$ cat src/rtl/subservient_pkg.sv
// Shared constants and the arbiter state type for the subservient SRAM arbiter.
package subservient_pkg;

  localparam int RF_REGS  = 36;
  localparam int RF_BYTES = 144;

  typedef enum logic [1:0] {
    ST_IDLE = 2'd0,
    ST_XFER = 2'd1,
    ST_ACK  = 2'd2
  } state_e;

endpackage

$ cat src/rtl/subservient_sram_arb.sv
// Shares one byte-wide SRAM between the register file (absolute priority) and a 32-bit wishbone port.
// Optional: SUBSERVIENT_SRAM_ARB_PROTECT_EN blocks wishbone access to the register-file region.
module subservient_sram_arb
  import subservient_pkg::*;
#(
  parameter int depth   = 512,
  parameter int aw      = $clog2(depth),
  parameter int rf_base = depth - RF_BYTES
) (
  input  logic          i_clk,
  input  logic          i_rst,
  input  logic [7:0]    i_rf_waddr,
  input  logic [7:0]    i_rf_wdata,
  input  logic          i_rf_wen,
  input  logic [7:0]    i_rf_raddr,
  input  logic          i_rf_ren,
  output logic [7:0]    o_rf_rdata,
  input  logic [aw-3:0] i_wb_adr,
  input  logic [31:0]   i_wb_dat,
  input  logic [3:0]    i_wb_sel,
  input  logic          i_wb_we,
  input  logic          i_wb_stb,
  output logic [31:0]   o_wb_rdt,
  output logic          o_wb_ack,
  output logic [aw-1:0] o_sram_waddr,
  output logic [7:0]    o_sram_wdata,
  output logic          o_sram_wen,
  output logic [aw-1:0] o_sram_raddr,
  output logic          o_sram_ren,
  input  logic [7:0]    i_sram_rdata
);

  localparam logic [aw-1:0] RF_BASE_A = aw'(rf_base);

  // Handshake: i_wb_stb is held by the master until o_wb_ack, which is a
  // single-cycle pulse; i_wb_stb seen during ACK starts nothing.
  state_e     state;
  logic [1:0] cnt;
  logic [1:0] pend_idx;
  logic       pending;
  logic       issued_all;
  logic       wb_slot;
  logic       wr_need;
  logic       wb_wen;
  logic       wr_go;
  logic       rd_go;
  logic       rd_last;
  logic [7:0] wb_byte;

  assign wb_slot  = (state == ST_XFER) && !i_rst;
  assign wr_need  = i_wb_sel[cnt];
  assign wb_byte  = i_wb_dat[{cnt, 3'b000} +: 8];
  assign pend_idx = cnt - 2'd1;

  // A deselected write slot needs no port, so it never waits on the RF.
  assign wb_wen  = wb_slot && i_wb_we && wr_need && !i_rf_wen;
  assign wr_go   = wb_slot && i_wb_we && (!wr_need || !i_rf_wen);
  assign rd_go   = wb_slot && !i_wb_we && !issued_all && !i_rf_ren;
  assign rd_last = wb_slot && !i_wb_we && pending && issued_all;

  assign o_sram_wen   = i_rf_wen | wb_wen;
  assign o_sram_waddr = i_rf_wen ? (RF_BASE_A + aw'(i_rf_waddr)) : {i_wb_adr, cnt};
  assign o_sram_wdata = i_rf_wen ? i_rf_wdata : wb_byte;
  assign o_sram_ren   = i_rf_ren | rd_go;
  assign o_sram_raddr = i_rf_ren ? (RF_BASE_A + aw'(i_rf_raddr)) : {i_wb_adr, cnt};
  assign o_rf_rdata   = i_sram_rdata;
  assign o_wb_ack     = (state == ST_ACK) && !i_rst;

`ifdef SUBSERVIENT_SRAM_ARB_PROTECT_EN
  logic prot_hit;
  assign prot_hit = {i_wb_adr, 2'b00} >= RF_BASE_A;
`endif

  always_ff @(posedge i_clk) begin
    if (i_rst) begin
      state      <= ST_IDLE;
      cnt        <= 2'd0;
      pending    <= 1'b0;
      issued_all <= 1'b0;
      o_wb_rdt   <= 32'd0;
    end else begin
      // The byte issued last cycle is the one just behind the counter.
      pending <= rd_go;
      if (pending) o_wb_rdt[{pend_idx, 3'b000} +: 8] <= i_sram_rdata;
      case (state)
        ST_IDLE: begin
          cnt        <= 2'd0;
          issued_all <= 1'b0;
          if (i_wb_stb) begin
`ifdef SUBSERVIENT_SRAM_ARB_PROTECT_EN
            if (prot_hit) begin
              state <= ST_ACK;
              if (!i_wb_we) o_wb_rdt <= 32'd0;
            end else begin
              state <= ST_XFER;
            end
`else
            state <= ST_XFER;
`endif
          end
        end
        ST_XFER: begin
          if (wr_go || rd_go) cnt <= cnt + 2'd1;
          if (rd_go && (cnt == 2'd3)) issued_all <= 1'b1;
          if ((wr_go && (cnt == 2'd3)) || rd_last) state <= ST_ACK;
        end
        ST_ACK: begin
          state <= ST_IDLE;
        end
        default: begin
          state <= ST_IDLE;
        end
      endcase
    end
  end

endmodule

$ cat config.mk
export PLATFORM = sky130hd
export DESIGN_NAME = subservient_sram_arb
export DESIGN_NICKNAME = d
export VERILOG_FILES = /design/src/rtl/subservient_pkg.sv /design/src/rtl/subservient_sram_arb.sv
export SDC_FILE = /design/constraint.sdc
export NUM_CORES = 1
export LEC_CHECK = 0
export BUFFER_PORTS_ARGS = -buffer_cell sky130_fd_sc_hd__buf_2
export CAP_MARGIN = 25
export CORE_AREA = 10 10 106 108
export CTS_CLUSTER_SIZE = 14
export DETAILED_ROUTE_END_ITERATION = 10
export DIE_AREA = 0 0 116 118
export HOLD_SLACK_MARGIN = 0.05
export PLACE_DENSITY = 0.58
export SLEW_MARGIN = 5
export SYNTH_ARGS = -nofsm -noshare
export SYNTH_HDL_FRONTEND = slang
export SYNTH_SLANG_ARGS = --single-unit
$ cat constraint.sdc
create_clock -name i_clk -period 2 [get_ports i_clk]
set_clock_uncertainty 0.05 [all_clocks]
set_input_delay 0.1 -clock i_clk [delete_from_list [all_inputs] [get_ports i_clk]]
set_output_delay 0.1 -clock i_clk [all_outputs]
set_load 0.02 [all_outputs]
Word-level counts from Yosys, hierarchy flattened
Cells that the tools add are included.

Flip-flop bits (word level): 38. Input bits: 81. Output and inout port bits: 69.

Add/sub/neg operators: 5. Magnitude comparators: 1. Equality and inequality tests: 7. Shifts and indexed selects: 3. Multiplexer cells: 13. Bitwise operators: 2. Reductions and logical operators: 27.

Operators by type and width (count): $bwmux W32 (1); $shift A8 B7 Y32 const A (1); $shiftx A32 B6 Y8 (1); $shiftx A8 B7 Y32 (1); $add A9 B8 Y9 const A (2); $mux W9 (2); $logic_and A1 B1 Y1 (13); $mux W8 (1); $pmux W2 S2 (2); $neg A5 Y7 (1); $logic_not A1 Y1 (6); $mux W2 (3); $ne A2 B1 Y1 const B (3); $reduce_and A2 Y1 (3); $eq A2 B2 Y1 const B (2); $logic_or A1 B1 Y1 (3); $lt A2 B3 Y1 const B (1); $add A2 B1 Y2 const B (1); $bmux W1 S2 (1); $eq A2 B1 Y1 const B (1); $logic_not A2 Y1 (1); $mux W1 (2); $ne A2 B2 Y1 const B (1); $or A1 B1 Y1 (2); other kinds (3) (3).

Longest topological paths before layout
Depth in word-level cells: 9. Gate-level depth with buffers: 8. Gate-level depth less buffers: 6.

Worst setup path before layout
Ideal clock, no wire load.

Path type: reg-to-reg. Start: reg cnt[1]. End: reg o_wb_rdt[0]. Library setup time: 0.065 ns. Data arrival time: 1.849 ns. Data required time: 1.885 ns. Path slack: 0.035 ns. Stages on the path, launching flop included: 8. Path through: dfxtp_1 > buf_1 > inv_1 > ha_1 > nand3_1 > nor2_1 > a22oi_1 > nor2_1.

Word-level cells in the longest chain between the ends: 4. Elaborated cells between the ends (all ways): 5. Those cells by class: add/sub: 2; shift: 2; mux: 1.

RTL lines: from (decl) (RTL line subservient_sram_arb.sv:38) `logic [1:0] cnt;`; from (signal assigned) (RTL line subservient_sram_arb.sv:103) `if (wr_go || rd_go) cnt <= cnt + 2'd1;`; $sub A2 B1 Y2 * (RTL line subservient_sram_arb.sv:53) `assign pend_idx = cnt - 2'd1;`; $neg A5 Y7 * (RTL line subservient_sram_arb.sv:84) `if (pending) o_wb_rdt[{pend_idx, 3'b000} +: 8] <= i_sram_rdata;`; $shiftx A8 B7 Y32 / $shift A8 B7 Y32 (equally long branches) (RTL line subservient_sram_arb.sv:84); $bwmux W32 * (RTL line subservient_sram_arb.sv:84); to (signal, indexed assignment) (RTL line subservient_sram_arb.sv:84); to (decl) (RTL line subservient_sram_arb.sv:23) `output logic [31:0] o_wb_rdt,`.

Mark *: on every way between the ends. The rest lies on a longest branch, timed or not. A chain may end at the register's enable or synchronous reset.

Worst setup path in the final report
Start: reg cnt[0]. End: out o_sram_wdata[1].

Word-level cells in the longest chain between the ends: 2.

RTL lines: $shiftx A32 B6 Y8 (RTL line subservient_sram_arb.sv:52) `assign wb_byte = i_wb_dat[{cnt, 3'b000} +: 8];`; $mux W8 (RTL line subservient_sram_arb.sv:63) `assign o_sram_wdata = i_rf_wen ? i_rf_wdata : wb_byte;`; to (decl) (RTL line subservient_sram_arb.sv:26) `output logic [7:0] o_sram_wdata,`.

No other way between the ends.

==> impl_metrics.ini <==
[run_status]
status = completed

[routing]
drc = 0
via_per_inst = 4.69
ant_nets = 0
drt-initial-drc-count = 133
wl_per_cell_um = 16.8
routed_wl_um = 8500
first_pass_iters = 5
vias = 2379

[logic_synthesis]
syn_nets = 326
yosysWarnings = 0
ys_types = 36
synth_edf_count = 0
synth_area_per_cell_um2 = 9.37
synthArstFlopShare_pct = 0
synth-main-ff-cell = dfxtp_1
synth_cells = 237
ys_ff_latch = 38
synth_seq_area_share_pct = 34.3
synthesis.area_mm2 = 0.00222

[clocking]
cts_sinks = 38
htreeDepth = 2
cts_tree = yes
clk_latency_ns = 0.29
cts_root_buf = clkbuf_8
path_clk_slew_ns = 0.08
cts_buffer_depth = 2
numCtsBuffers = 5

[critical_path]
r2r_start = cnt[0]
crit_path_max_fanout = 8
r2r_end = o_wb_rdt[29]
crit_required_ns = 1.85
startpoint_type = register
worst-setup-path-type = reg -> out
reg2reg_depth = 7
reg2reg_slack_ns = 0.20
critical_path_arrival_ns = 1.78
endpoint_kind = output pin

[cells_and_area]
final_cells = 507
multi_input_area_mm2 = 0.00130
fin_nets = 484
final_cell_mix = buf_2 (149), nor2_1 (41), dfxtp_1 (37)
layout_commonest_cell = buf_2
diodes = 0
fillCellCount = 942
drive_above_1_share_pct = 49.5
syn_to_final_growth_pct = 49.2
seqCellArea_um2 = 762

[global_routing]
gr-total-overflow = 0
grt_max_degree = 38
grt_antenna_before_repair = 0
grt_pass1_vias = 2453
grt_use_total_pct = 11.6
grt_pass1_wl_um = 12800

[power_and_ir_drop]
power.total_w = 0.00203
power_density_mw_per_mm2 = 612
vdd_drop_max_v = 0.000442
p_leak_nw = 1.56

[timing]
worst_slew_pin_slew_ns = 0.388
setup_slack_ns = 0.0696
relSlewSlack_pct = 74.2
holdWs_ns = 0.0766
rsz0062_at_grt = no
slew_violations = 0
setup_viol = 0
timing.fmax_mhz = 518
hold_viol = 0
timing.final.crit_share_pct = 96.5
post-route-min-period_ns = 1.93
tns_ns = 0

[placement]
hpwlAfterDp_um = 6930
gp_routability_congestion = 0.798
port_buffers = 149
place_ws_ns = 0.136
dp.cells = 487

[floorplan]
die_w_um = 116
io_pins = 150
die_h_um = 118
row_count = 35
start_util_pct = 24.4
die_area_mm2 = 0.0137
core_mm2 = 0.00911

[worst_hold_path]
hold_end = pending
min_from = i_rst
holdCritPathClass = in -> reg
holdPathStages = 3

[job]
max_cap_violations = 0
-- logic make-up after synthesis --
| logic type | synth area share, % |
|---|---|
| xor gates and xnor gates | 0.789 |
| AOI/OAI and AO/OA | 15.8 |
| and+or+nand+nor | 18.7 |
| DFF | 34.3 |
| adders and majority gates | 4.51 |
| muxes | 18.4 |
| buffers and inverters | 7.49 |
-- per-stage QoR --
| step | utilization [%] | instance area (um2) |
|---|---|---|
| global placement | 33.5 | 3050 |
| finish | 36.4 | 3310 |
| global route | 36.4 | 3310 |
| detailed placement | 33.5 | 3050 |
| CTS | 36.0 | 3280 |
| floorplan | - | 2220 |
-- area by class of cell --
class,count,area share (%)
clock inverters,3,2.08
clock buffers,5,2.08
well taps,111,4.19
multi-input cells,170,39.2
repair buffers,171,28.4
flip-flops and latches,38,23.0
inverters,9,1.02
-- registers in the layout, summed over array words and instances, names as in the netlist --
name and flops:
cnt 2, issued_all 1, o_wb_rdt 32, pending 1, state 2
-- worst max-delay path, cell delays in order, from the launching register on --
cell,delay [ns]
dfxtp_2,0.36
buf_8,0.14
mux4_1,0.56
mux2_2,0.27
buf_2,0.16
-- how the worst max path moves through the flow --
stage,end,cells after the start,startpoint
2_1_floorplan,o_wb_rdt[0],7,cnt[1]
5_1_grt,o_wb_rdt[26],7,cnt[0]
6_report,o_sram_wdata[1],4,cnt[0]
3_5_place_dp,o_wb_rdt[31],7,cnt[0]
3_3_place_gp,o_wb_rdt[25],6,cnt[0]
4_1_cts,o_sram_wdata[1],4,cnt[0]
-- layer usage --
metal,track usage (%),wire (um)
met1,12.3,3280
met2,19.6,3980
met3,6.17,1140
met4,2.66,90
met5,0,0
-- cells in the mapped netlist, drive strengths merged, types with 6 or more instances --
cell	n	area, um2
nor2	41	154
dfxtp	38	761
a22oi	32	240
buf	14	110
mux2	14	158
nand2	14	52.6
inv	9	33.8
nor2b	9	56.3
ha	8	100
mux4	8	191
clkbuf	6	22.5
mux2i	6	60.1
nand2b	6	37.5
nor3	6	46.3
-- repair_timing --
| item | in CTS | in global routing |
|---|---|---|
| endpoints found under the hold margin | 9 | 0 |
| cloned | 0 | 0 |
| hold buffers | 9 | 0 |
| resized for setup | 1 | 3 |
| endpoints found under the setup margin | 1 | 14 |
| buffers inserted | 0 | 3 |
-- where the power goes --
group	switching, W	internal, W
registers	0.00000653	0.000764
logic	0.000251	0.000214
clock network	0.000293	0.000500
Power figures use the tool's default switching activity.
